--- src/rtl/dm_arbiter.sv ---
// dm_arbiter: shares the single data-memory port between the CPU MEM stage
// and a debug/loader master. The CPU has default priority. A debug access is
// a registered two-cycle transaction (DBG_ACC then DBG_ACK), and the CPU is
// stalled only while it collides with the DBG_ACC cycle.
//
// Optional feature: define DM_ARB_STARVE_GUARD_EN to build a 4-bit
// starvation counter. With it, a debug request that has been contended for
// STARVE_MAX cycles is forced in at the cost of one CPU stall cycle. Without
// it, debug is granted only in a cycle where the CPU is not requesting.
//
// Handshake: dbg_req is a level request that is held, with stable
// dbg_we/dbg_addr/dbg_wdata, until the one-cycle dbg_ack pulse. The master
// drops dbg_req in the ack cycle; a request still high afterwards is a new
// access. The CPU side has no handshake beyond cpu_stall: while it is high
// the MEM stage holds its request unchanged.
//
// fsm_state exposes the arbiter state (0 IDLE, 1 DBG_ACC, 2 DBG_ACK).
module dm_arbiter #(
  parameter int DATA_W     = 16,
  parameter int ADDR_W     = 8,
  parameter int STARVE_MAX = 4
) (
  input  logic              clk,
  input  logic              rst,
  input  logic              cpu_req,
  input  logic              cpu_we,
  input  logic [ADDR_W-1:0] cpu_addr,
  input  logic [DATA_W-1:0] cpu_wdata,
  output logic [DATA_W-1:0] cpu_rdata,
  output logic              cpu_stall,
  input  logic              dbg_req,
  input  logic              dbg_we,
  input  logic [ADDR_W-1:0] dbg_addr,
  input  logic [DATA_W-1:0] dbg_wdata,
  output logic [DATA_W-1:0] dbg_rdata,
  output logic              dbg_ack,
  output logic              mem_we,
  output logic [ADDR_W-1:0] mem_addr,
  output logic [DATA_W-1:0] mem_wdata,
  input  logic [DATA_W-1:0] mem_rdata,
  output logic [1:0]        fsm_state
);

  typedef enum logic [1:0] {
    IDLE    = 2'd0,
    DBG_ACC = 2'd1,
    DBG_ACK = 2'd2
  } state_t;

  state_t            state;
  logic              lat_we;
  logic [ADDR_W-1:0] lat_addr;
  logic [DATA_W-1:0] lat_wdata;
  logic              starve_hit;
  logic              grant;

  // The counter is only 4 bits wide, so STARVE_MAX must fit in 1..15.
  if (STARVE_MAX < 1 || STARVE_MAX > 15) begin : g_bad_starve_max
    $error("dm_arbiter: STARVE_MAX must be in 1..15");
  end

  // Debug takes the port from IDLE when the CPU is quiet or has starved it.
  assign grant = (state == IDLE) && dbg_req && (!cpu_req || starve_hit);

`ifdef DM_ARB_STARVE_GUARD_EN
  localparam logic [3:0] STARVE_LIM = 4'(STARVE_MAX);

  logic [3:0] cnt;

  assign starve_hit = (cnt == STARVE_LIM);

  // Count contended IDLE cycles; cleared when debug drops or is granted.
  always_ff @(posedge clk) begin
    if (rst) begin
      cnt <= 4'd0;
    end else if (!dbg_req || grant) begin
      cnt <= 4'd0;
    end else if ((state == IDLE) && cpu_req && (cnt != STARVE_LIM)) begin
      cnt <= cnt + 4'd1;
    end
  end
`else
  assign starve_hit = 1'b0;
`endif

  // Arbiter FSM: latch the debug request, run the access, pulse the ack.
  always_ff @(posedge clk) begin
    if (rst) begin
      state     <= IDLE;
      dbg_ack   <= 1'b0;
      dbg_rdata <= '0;
      lat_we    <= 1'b0;
      lat_addr  <= '0;
      lat_wdata <= '0;
    end else begin
      case (state)
        IDLE: begin
          dbg_ack <= 1'b0;
          if (grant) begin
            state     <= DBG_ACC;
            lat_we    <= dbg_we;
            lat_addr  <= dbg_addr;
            lat_wdata <= dbg_wdata;
          end
        end
        DBG_ACC: begin
          // Reads capture DM data; writes leave the last read value in place.
          if (!lat_we) begin
            dbg_rdata <= mem_rdata;
          end
          dbg_ack <= 1'b1;
          state   <= DBG_ACK;
        end
        DBG_ACK: begin
          dbg_ack <= 1'b0;
          state   <= IDLE;
        end
        default: begin
          dbg_ack <= 1'b0;
          state   <= IDLE;
        end
      endcase
    end
  end

  // DM port mux: CPU owns the port except during DBG_ACC. A CPU request that
  // lands in DBG_ACC is stalled (even in builds without the guard, where the
  // grant rule normally keeps the CPU quiet in that cycle) so it is never lost.
  always_comb begin
    mem_we    = cpu_req & cpu_we;
    mem_addr  = cpu_addr;
    mem_wdata = cpu_wdata;
    cpu_stall = 1'b0;
    if (state == DBG_ACC) begin
      mem_we    = lat_we;
      mem_addr  = lat_addr;
      mem_wdata = lat_wdata;
      cpu_stall = cpu_req;
    end
    // Reset drops any in-flight write, whoever owns the port.
    if (rst) begin
      mem_we = 1'b0;
    end
  end

  assign cpu_rdata = mem_rdata;
  assign fsm_state = state;

endmodule

--- config.mk ---
export PLATFORM = sky130hd
export DESIGN_NAME = dm_arbiter
export DESIGN_NICKNAME = d
export VERILOG_FILES = /design/src/rtl/dm_arbiter.sv
export SDC_FILE = /design/constraint.sdc
export NUM_CORES = 1
export LEC_CHECK = 0
export CORE_MARGIN = 2
export CORE_UTILIZATION = 37
export DETAILED_ROUTE_END_ITERATION = 6
export PLACE_DENSITY = 0.78
export SLEW_MARGIN = 30
export SYNTH_ARGS = -nofsm -noshare
export SYNTH_HDL_FRONTEND = slang
export SYNTH_SLANG_ARGS = --single-unit
--- constraint.sdc ---
create_clock -name clk -period 2.4 [get_ports clk]
set_input_delay 0.48 -clock clk [delete_from_list [all_inputs] [get_ports clk]]
set_output_delay 0.48 -clock clk [all_outputs]
set_load 0.02 [all_outputs]
==> results.json, run 1 <==
{
  "status": "finished clean",
  "final_nets": 415,
  "grt_remaining_overflow": 0,
  "tns_ns": 0,
  "ioPinCount": 131,
  "diodes": 0,
  "finalHoldViolations": 0,
  "cp-end-kind": "output pin",
  "worst_path_max_delay_cell": "clkdlybuf4s50_1",
  "cts_tree": "done",
  "antenna_found_initial": 0,
  "async_flop_share": 0,
  "yosys_register_bits": 44,
  "route.detailed.drc": 0,
  "cpPeakStageDelay_ns": 0.54,
  "cap_violations": 0,
  "synth-seq-area-share": 0.3581,
  "required_ns": 1.92,
  "cts_root_buffer": "clkbuf_8",
  "n_fill_cell": 555,
  "powerDensity_nw_per_um2": 445.1,
  "num_rows": 29,
  "detail-route-antenna-nets": 0,
  "yosys-top-cells-area": "dfxtp_1, nand2b_1, mux2i_1",
  "design.die.area_um2": 7316,
  "first_pass_iters": 4,
  "place_congestion": 0.7225,
  "yosys_warnings": 0,
  "grt_pass1_wl_um": 8852,
  "regArea_um2": 882.1,
  "setup_viol": 0,
  "viasPerCell": 4.502,
  "critPathMaxFanout": 22,
  "cts_buffers": 5,
  "dp_hpwl_um": 4001,
  "maxSlewHeadroom": 0.6212,
  "synth_flop_cell": "dfxtp_1",
  "syn_inst": 234,
  "yosys-top-cells-count": "nand2b_1, dfxtp_1, mux2i_1, buf_4, mux2_4",
  "vias": 1900,
  "post_cts_buffers": 0,
  "clock-sinks": 44,
  "htreeDepth": 2,
  "rsz0062_at_grt": "no",
  "core_area_um2": 6386,
  "setup_ws_ns": 0.09052,
  "clkLatencyLatePin_ns": 0.29,
  "critPathKind": "flip-flop to output pin",
  "chipHeight_um": 85.54,
  "wl_per_cell_um": 12.75,
  "multi_input_area_um2": 1334,
  "slew_viol_final": 0,
  "crit_buf_inv": 2,
  "synth_cell_types": 17,
  "synth_top_area_frac": 0.3581,
  "floorplan.initialDensity": 0.3852,
  "syn_area_um2": 2460,
  "clock_path_buffers": 2,
  "grt_usage": 0.1503,
  "portBuffers": 130,
  "final.setup_skew_ns": 0.005372,
  "synth.most_common_cell": "nand2b_1",
  "grt_pass1_vias": 1896,
  "synth_edf_count": 0,
  "peakVddDrop_mv": 0.2644,
  "synth_fp_nets": 304,
  "clkTransAtPathRegs_ns": 0.08,
  "drt-total-wl_um": 5379,
  "period_minus_slack_ns": 2.309,
  "yosysTopAreaCell": "dfxtp_1",
  "grt_start_max_net_pins": 86,
  "fp.dieW_um": 85.54,
  "fin_crit_sh": 0.9623,
  "pre_cts_ws_ns": -0.005203,
  "cpLargestDelayFamily": "buffers and inverters",
  "drive_above_1_share": 0.1217,
  "arrival_ns": 1.83,
  "start_kind": "flip-flop",
  "worst_pin_slew_ns": 0.5683,
  "avgSynthCellArea_um2": 10.51,
  "max_freq_ghz": 0.4330,
  "crit_path_cell_trace": "nand2b_2, buf_12, mux2_4, clkdlybuf4s50_1",
  "p_leak_nw": 1.479,
  "hold_class": "flip-flop to flip-flop",
  "area_growth_syn_to_layout_pct": 53.41,
  "first_iter_violations": 38
}
## worst reg2reg max path, delay by kind of cell, from the launching register on
| family | cells | cell delay [ns] |
|---|---|---|
| simple gates | 1 | 0.32 |
| mux | 1 | 0.23 |
| buf+inv | 2 | 0.41 |
| flops | 1 | 0.31 |
## stage by stage
stage	instance area (µm²)	utilization	power [mW]	hold WS, ns	std cells
2_1_floorplan	2460	-	1.053	0.4462	234
3_3_place_gp	3689	0.5776	1.265	0.4574	415
3_5_place_dp	3689	0.5776	1.272	0.4621	415
4_1_cts	3765	0.5895	1.706	0.4784	422
5_1_grt	3774	0.5909	1.771	0.4925	422
6_report	3774	0.5909	1.679	0.4736	422
## cell type report
type	count	share of cell area
clock inverters	1	0.001326
well taps	77	0.02553
clock buffers	6	0.01923
repair buffers	137	0.3657
inverters	1	0.0009947
multi-input cells	156	0.3534
flip-flops and latches	44	0.2338
## logic make-up after synthesis
| group | Yosys count | share of synthesized area |
|---|---|---|
| mux | 65 | 0.3011 |
| compound gates | 1 | 0.003053 |
| simple gates | 90 | 0.2309 |
| flops | 44 | 0.3581 |
| buf+inv | 34 | 0.1068 |
## repair_timing
item / CTS / global route
hold endpoints to repair: 0 / 0
setup endpoints to repair: 1 / 20
gates resized for setup: 1 / 4
hold buffers: 0 / 0
## worst paths after layout
| kind | start | cells after the start | endpoint | slack [ns] |
|---|---|---|---|---|
| max | fsm_state[1] | 4 | mem_wdata[10] | 0.09 |
| min | lat_addr[3] | 2 | lat_addr[3] | 0.47 |
| max reg2reg | fsm_state[1] | 4 | lat_wdata[13] | 1.06 |
| min reg2reg | lat_addr[3] | 2 | lat_addr[3] | 0.47 |
## sequential cells by signal, summed over array words and instances, names as in the netlist
signal / cells
dbg_ack: 1
dbg_rdata: 16
fsm_state: 2
lat_we: 1
lat_wdata: 16
lat_addr: 8
## placed cells by master, fill, tap and decap left out, types with 2 or more instances in the layout
master,netlist,final
mux2i_1,41,41
nand2b_1,83,82
mux2_2,8,8
dfxtp_1,44,43
buf_4,17,5
nor2_1,3,3
mux2_4,16,16
clkdlybuf4s50_1,0,125
clkbuf_8,0,5
buf_12,2,2
dlymetal6s2s_1,0,3
## metal layers
layer / track usage / vias to the layer above / wire length, µm
li1: - / 970 / -
met1: 0.1763 / 844 / 2236
met2: 0.2528 / 80 / 2539
met3: 0.06064 / 6 / 537
met4: 0.04473 / 0 / 65
met5: 0 / - / 0
## power breakdown
group	leakage [nW]	switching [mW]	total, mW	internal, mW
clock	0.0410	0.233	0.431	0.198
combinational	1.08	0.179	0.469	0.290
sequential	0.359	0.0178	0.780	0.762
total	1.48	0.429	1.68	1.25
No activity file was read; power rests on OpenSTA's default activity.
==> run 2: changes to the inputs <==
CORE_MARGIN = default   (was 2)
CORE_UTILIZATION = 40   (was 37)
PLACE_DENSITY = 0.84   (was 0.78)
==> results.json, run 2 (synthesis gave the netlist of run 1 again) <==
{
  "cap_violations": 0,
  "powerDensity_nw_per_um2": 446.7,
  "setup_viol": 0,
  "ioPinCount": 131,
  "first_iter_violations": 67,
  "clock_path_buffers": 2,
  "stdcell_count": 419,
  "final.setup_skew_ns": 0.004277,
  "cts_hold_buf": 0,
  "num_rows": 28,
  "fin_crit_sh": 0.9582,
  "design.die.area_um2": 6467,
  "place_congestion": 0.6726,
  "peakVddDrop_mv": 0.2504,
  "cts_root_buffer": "clkbuf_8",
  "cts_repair_resize_count": 23,
  "cts_buffers": 5,
  "slew_viol_final": 0,
  "rsz0062_at_grt": "no",
  "portBuffers": 130,
  "critPathMaxFanout": 2,
  "viasPerCell": 4.582,
  "start_kind": "input port",
  "wl_per_cell_um": 13.03,
  "dp_hpwl_um": 3943,
  "most-common-layout-cells": "clkdlybuf4s50_1, nand2b_1, dfxtp_1",
  "drive_above_1_share": 0.1192,
  "critPathKind": "input port to output pin",
  "post_cts_buffers": 0,
  "first_pass_iters": 4,
  "grt_pass1_wl_um": 8590,
  "grt_remaining_overflow": 0,
  "period_minus_slack_ns": 2.300,
  "floorplan.initialDensity": 0.4155,
  "clkLatencyLatePin_ns": 0.29,
  "finalHoldViolations": 0,
  "detail-route-antenna-nets": 0,
  "layout_commonest_cell": "clkdlybuf4s50_1",
  "grt_usage": 0.1709,
  "cp-end-kind": "output pin",
  "core_area_um2": 5921,
  "hold_class": "flip-flop to flip-flop",
  "vias": 1920,
  "antenna_found_initial": 0,
  "grt_pass1_vias": 1850,
  "status": "finished clean",
  "p_leak_nw": 1.479,
  "drt-total-wl_um": 5461,
  "diodes": 0,
  "clock-sinks": 44,
  "area_growth_syn_to_layout_pct": 51.63,
  "fp.dieW_um": 80.42,
  "n_fill_cell": 535,
  "tns_ns": 0,
  "place_inst": 412,
  "arrival_ns": 1.82,
  "hold_slack_ns": 0.4710,
  "htreeDepth": 2,
  "chipHeight_um": 80.42,
  "cts_tree": "done",
  "worst_pin_slew_ns": 0.5761,
  "clkTransAtPathRegs_ns": 0.08,
  "maxSlewHeadroom": 0.6159,
  "top_regs": "dbg_rdata: 16 flops, lat_wdata: 16 flops, lat_addr: 8 flops",
  "final_nets": 414,
  "max_freq_ghz": 0.4348,
  "required_ns": 1.92,
  "grt_start_max_net_pins": 86,
  "route.detailed.drc": 0
}
[run 2: power breakdown]
group	switching, mW	total, mW	internal, mW	leakage, nW
logic	0.181	0.454	0.272	1.08
clock network	0.235	0.433	0.198	0.0410
registers	0.0174	0.779	0.762	0.359
[run 2: critical path: stages]
cell and delay, ns:
clkdlybuf4s50_1 0.48, buf_4 0.13, inv_1 0.04, nor2_1 0.08, clkdlybuf4s50_1 0.60
[run 2: layout make-up]
class | instances | area (µm²) | area share
clock buffer | 6 | 72.57 | 0.01946
multi-input combinational | 156 | 1334 | 0.3576
clock inverter | 1 | 5.005 | 0.001342
timing repair buffer | 136 | 1339 | 0.3589
tap | 75 | 93.84 | 0.02516
inverter | 1 | 3.754 | 0.001006
sequential | 44 | 882.1 | 0.2365
[run 2: worst paths after layout]
| kind | slack, ns | depth (start not counted) | startpoint | endpoint |
|---|---|---|---|---|
| max | 0.10 | 5 | cpu_req | cpu_stall |
| min | 0.47 | 2 | lat_addr[7] | lat_addr[7] |
| max reg2reg | 1.08 | 4 | fsm_state[1] | lat_wdata[2] |
| min reg2reg | 0.47 | 2 | lat_addr[7] | lat_addr[7] |
[run 2: stage by stage]
stage	area [µm²]	util	total power, mW	setup slack (ns)
global placement	3679	0.6213	1.263	0.05947
finish	3730	0.6300	1.666	0.1003
floorplan	2460	-	1.053	0.4697
CTS	3730	0.6300	1.692	0.09571
global route	3730	0.6300	1.758	0.01029
detailed placement	3679	0.6213	1.274	0.04505
[run 2: layer usage]
| metal | part of all wire | vias to the layer above | track usage | wire (µm) |
|---|---|---|---|---|
| met2 | 0.51 | 74 | 0.3042 | 2791 |
| met5 | 0 | - | 0 | 0 |
| met1 | 0.41 | 880 | 0.1953 | 2228 |
| met3 | 0.076 | 4 | 0.05227 | 413 |
| met4 | 0.0049 | 0 | 0.04643 | 27 |
| li1 | - | 962 | - | - |
==> run 3: changes to the inputs <==
ABC_AREA = 1   (was default)
CORE_UTILIZATION = 35   (was 40)
PLACE_DENSITY = 0.79   (was 0.84)
clock period = 2 ns   (was 2.4 ns; I/O delays follow)
==> results.json, run 3 <==
{
  "grt_usage": 0.1675,
  "cts_root_buffer": "clkbuf_8",
  "most-common-layout-cells": "nand2_1, clkdlybuf4s50_1, nor2_1",
  "slew_viol_final": 0,
  "rsz0062_at_grt": "no",
  "ioPinCount": 131,
  "clock-sinks": 44,
  "worst_path_max_delay_cell": "clkdlybuf4s50_1",
  "critical_path.most_common_cell": "clkdlybuf4s50_1",
  "synth-seq-area-share": 0.3719,
  "synth_edf_count": 0,
  "chipHeight_um": 84.27,
  "grt_start_max_net_pins": 52,
  "yosys_warnings": 0,
  "avgSynthCellArea_um2": 6.299,
  "floorplan.initialDensity": 0.3667,
  "synth_fp_nets": 446,
  "min_from": "lat_we",
  "worst_pin_slew_ns": 0.4471,
  "clkTransAtPathRegs_ns": 0.07,
  "clkLatencyLatePin_ns": 0.28,
  "status": "finished, violations left",
  "combPwrFrac": 0.287,
  "met2_length_um": 2730,
  "syn_inst": 376,
  "synth-compound-area-share": 0.05494,
  "syn_area_um2": 2369,
  "switchingPower_mw": 0.5915,
  "place_congestion": 0.7328,
  "cp-end-kind": "output pin",
  "synthAdderAreaFrac": 0,
  "final.setup_skew_ns": 0.002083,
  "cts_hold_buf": 0,
  "portBuffers": 130,
  "area_growth_syn_to_layout_pct": 53.62,
  "cts_buffers": 5,
  "post_cts_buffers": 0,
  "synth_cell_types": 14,
  "arrival_ns": 1.52,
  "antenna_found_initial": 0,
  "detail-route-antenna-nets": 0,
  "synth-simple-area-share": 0.3772,
  "max_freq_ghz": 0.5201,
  "num_rows": 29,
  "top_regs": "dbg_rdata: 16 flops, lat_wdata: 16 flops, lat_addr: 8 flops",
  "crit_path_cell_trace": "clkdlybuf4s50_1, clkdlybuf4s50_1",
  "sequentialPowerShare": 0.465,
  "start_kind": "input port",
  "synth.most_common_cell": "nand2_1",
  "met1_length_um": 2670,
  "synth_top_area_frac": 0.3719,
  "maxSlewHeadroom": 0.7019,
  "final_util": 0.5633,
  "yosys-top-cells-count": "nand2_1, nor2_1, inv_1, dfxtp_1, a21oi_1",
  "cts_repair_resize_count": 28,
  "hold_class": "flip-flop to flip-flop",
  "clkPwrFrac": 0.249,
  "viasPerCell": 4.431,
  "sw_frac_of_total": 0.2877,
  "route.detailed.drc": 29,
  "reg2reg_to": "lat_wdata[11]",
  "grt_pass1_wl_um": 9784,
  "clock_path_buffers": 2,
  "yosys-mux-area-fraction": 0,
  "p_leak_nw": 1.807,
  "critPathMaxFanout": 2,
  "yosys_register_bits": 44,
  "r2r_setup_slack_ns": 0.79,
  "grt_remaining_overflow": 0,
  "violations": "DRC",
  "layout_commonest_cell": "nand2_1",
  "cap_violations": 0,
  "yosysTopAreaCell": "dfxtp_1",
  "setup_viol": 0,
  "cts_tree": "done",
  "r2r_start": "fsm_state[0]",
  "holdPathStages": 2,
  "finalHoldViolations": 0,
  "design.die.area_um2": 7101,
  "first_iter_violations": 91,
  "synth_top_family_by_area": "simple AND/OR/NAND/NOR gates",
  "synth_flop_cell": "dfxtp_1",
  "wl_met3_um": 468,
  "peakVddDrop_mv": 0.2750,
  "first_pass_iters": 6,
  "critPathKind": "input port to output pin",
  "required_ns": 1.60,
  "final_nets": 554,
  "drive_above_1_share": 0.03926,
  "htreeDepth": 2,
  "cpLargestDelayFamily": "buffers and inverters",
  "grt_pass1_vias": 2224,
  "powerDensity_nw_per_um2": 565.0,
  "hold_end": "lat_we",
  "total_power_mw": 2.056,
  "vias": 2486,
  "drt-total-wl_um": 5901,
  "intPower_mw": 1.464,
  "top_layer": "met4",
  "r2r_cells": 6,
  "period_minus_slack_ns": 1.923,
  "synth_xor_area_frac": 0,
  "diodes": 0,
  "fp.dieW_um": 84.27,
  "fin_crit_sh": 0.9614,
  "async_flop_share": 0,
  "core_area_um2": 6459,
  "yosys-top-cells-area": "dfxtp_1, nand2_1, nor2_1",
  "wl_per_cell_um": 10.52,
  "cpPeakStageDelay_ns": 0.61,
  "dp_hpwl_um": 4184,
  "crit_buf_inv": 2
}
## run 3: cell families after synthesis
| kind of cell | after synthesis |
|---|---|
| AO/OA/AOI/OAI | 26 |
| AND/OR/NAND/NOR | 222 |
| buffers and inverters | 84 |
| flip-flops | 44 |
## run 3: area by class of cell
cell class | instances | area, µm²
repair buffers | 138 | 1369
flip-flops and latches | 44 | 880.8
well taps | 77 | 96.34
inverters | 47 | 183.9
clock inverters | 1 | 5.005
clock buffers | 6 | 72.57
fillers | 608 | 2820
multi-input cells | 248 | 1031
## run 3: worst max path at each step
stage                        startpoint       endpoint  slack, ns  depth (start not counted)
after floorplan            fsm_state[1]         mem_we       0.32                          5
after global placement          cpu_req         mem_we      -0.15                          4
after detailed placement        cpu_req         mem_we      -0.15                          4
after CTS                 mem_rdata[15]  cpu_rdata[15]       0.07                          2
after global routing       fsm_state[1]    mem_addr[5]      0.001                          6
final                     mem_rdata[15]  cpu_rdata[15]       0.08                          2
## run 3: through the flow
stage / hold slack (ns) / setup TNS (ns) / setup slack (ns) / instances / cell area [µm²]
3_3_place_gp: 0.4609 / -0.2655 / -0.1481 / 554 / 3586
6_report: 0.4828 / 0 / 0.07720 / 561 / 3638
2_1_floorplan: 0.4516 / 0 / 0.3186 / 376 / 2369
4_1_cts: 0.4890 / 0 / 0.06814 / 561 / 3636
3_5_place_dp: 0.4685 / -0.2714 / -0.1511 / 554 / 3586
5_1_grt: 0.5255 / 0 / 0.001429 / 561 / 3638
## run 3: power by group through the flow
stage	logic (mW)	clock network (mW)	registers, mW
after floorplan	0.308	0	0.994
after global placement	0.611	0	0.972
after detailed placement	0.619	0	0.975
after CTS	0.595	0.540	0.955
after global routing	0.644	0.579	0.963
final	0.590	0.511	0.955
## run 3: metal layers
metal,GRT usage,vias to the layer above
li1,-,1318
met1,0.1990,1056
met2,0.3040,108
met3,0.04031,4
met4,0.03918,0
met5,0,-
==> patch: new RTL, flow settings as in run 3 <==
`ADDR_W`: 8 -> 9.
--- a/src/rtl/dm_arbiter.sv
+++ b/src/rtl/dm_arbiter.sv
@@ -17,7 +17,7 @@
 // fsm_state exposes the arbiter state (0 IDLE, 1 DBG_ACC, 2 DBG_ACK).
 module dm_arbiter #(
   parameter int DATA_W     = 16,
-  parameter int ADDR_W     = 8,
+  parameter int ADDR_W     = 9,
   parameter int STARVE_MAX = 4
 ) (
   input  logic              clk,
Interface: changed (resized cpu_addr, dbg_addr and mem_addr); port bits go from 131 to 134. No check against the original RTL was run, so the function may have changed too.
==> patch against run 3 <==
- design area rose by 4.3%
- sequential cell count is 1 higher
- cell count up 6.4%
- setup slack better by 0.014 ns
- synthesized area up 5.6%
- routed wire length increased by 2.8%
- worst hold slack about the same
- first-iteration DRC count shrank 11%
- sequential power up 2.2%
- register-to-register slack got worse by 0.03 ns
- die area increased by 5.5%
- total power rose by 6.3%
==> patch: results (changes against run 3) <==
status: complete, no violations
internal power: 1.571 mW (+7.3%)
Total Wirelength: 6066 um (+2.8%)
sequential area share after synthesis: 0.3602 (-0.01172)
vias in the first global route: 2289 (+2.9%)
Max Clock Skew: 0.006098 ns (+0.004015 ns)
worst hold margin: 0.4827 ns (-0.0001570 ns)
placer congestion estimate: 0.7008 (-4.4%)
worst hold endpoint: lat_addr[2]
I/O Buffers: 133 (+2.3%)
Synth Warn #: 0 (unchanged)
Final period util: 0.9542 (-0.007178)
post_cts resized: 27 (-3.6%)
Max-slew headroom: 0.7093 (+0.007352)
post-DP HPWL: 4451 um (+6.4%)
Fillers: 663 (+9.0%)
Mapped Nets: 458 (+2.7%)
Setup Slack @ Placement: -0.1582 ns (-0.007079 ns)
Worst Setup EP: cpu_rdata[10]
largest registers: dbg_rdata x16, lat_wdata x16, lat_addr x9
R2R setup slack: 0.76 ns (-0.03 ns)
Comb power frac: 0.280 (-0.007)
area of the multi-input gates: 1097 sq um (+6.4%)
worst vdd ir: 0.0003071 V (+12%)
Placed Cells: 589 (+6.3%)
layout cell share with drive strength beyond 1: 0.1078 (+0.06853)
Worst path max stage delay: 0.61 ns (about the same)
reg2reg end: lat_wdata[4]
clock network power: 598 uW (+17%)
Avg WL per Cell: 10.16 um (-3.4%)
gr usage total: 0.1634 (-0.004146)
leakage power: 1.847 nW (+2.2%)
Hold Crit Start: lat_addr[2]
leading cell types by total area after synthesis: dfxtp_1 (36%), nand2_1 (19%), nor2_1 (8.0%)
Area after DPL: 3757 sq um (+4.8%)
nets: 572 (+3.2%)
largest net degree at the start of global routing: 54 (+3.8%)
via count: 2580 (+3.8%)
DR iter-0 viols: 81 (-11%)
Worst Setup SP: mem_rdata[10]
-- patch: cell types whose count changed after synthesis, sizes merged --
cell | before | now
a21oi | 26 | 27
buf | 37 | 35
clkbuf | 0 | 3
dfxtp | 44 | 45
inv | 46 | 47
nand2 | 132 | 136
nand3 | 26 | 27
nor2 | 64 | 65
-- patch: layer usage --
| metal | GRT usage | wire length (um) | vias to the layer above |
|---|---|---|---|
| met5 | 0 | 0 | - |
| met4 | 0.03939 | 52 | 0 |
| met3 | 0.03905 | 434 | 6 |
| met2 | 0.3016 | 2951 | 104 |
| met1 | 0.1894 | 2628 | 1111 |
| li1 | - | - | 1359 |
-- patch: kinds of logic after synthesis --
family,Yosys count
and+or+nand+nor,228
buffers and inverters,86
DFF,45
AOI/OAI and AO/OA,27
-- patch: area by class of cell --
cell class,count,share of cell area
repair buffers,145,0.3676
multi-input cells,255,0.2892
flip-flops and latches,45,0.2374
inverters,48,0.04748
well taps,96,0.03165
clock buffers,7,0.02539
clock inverters,1,0.001319
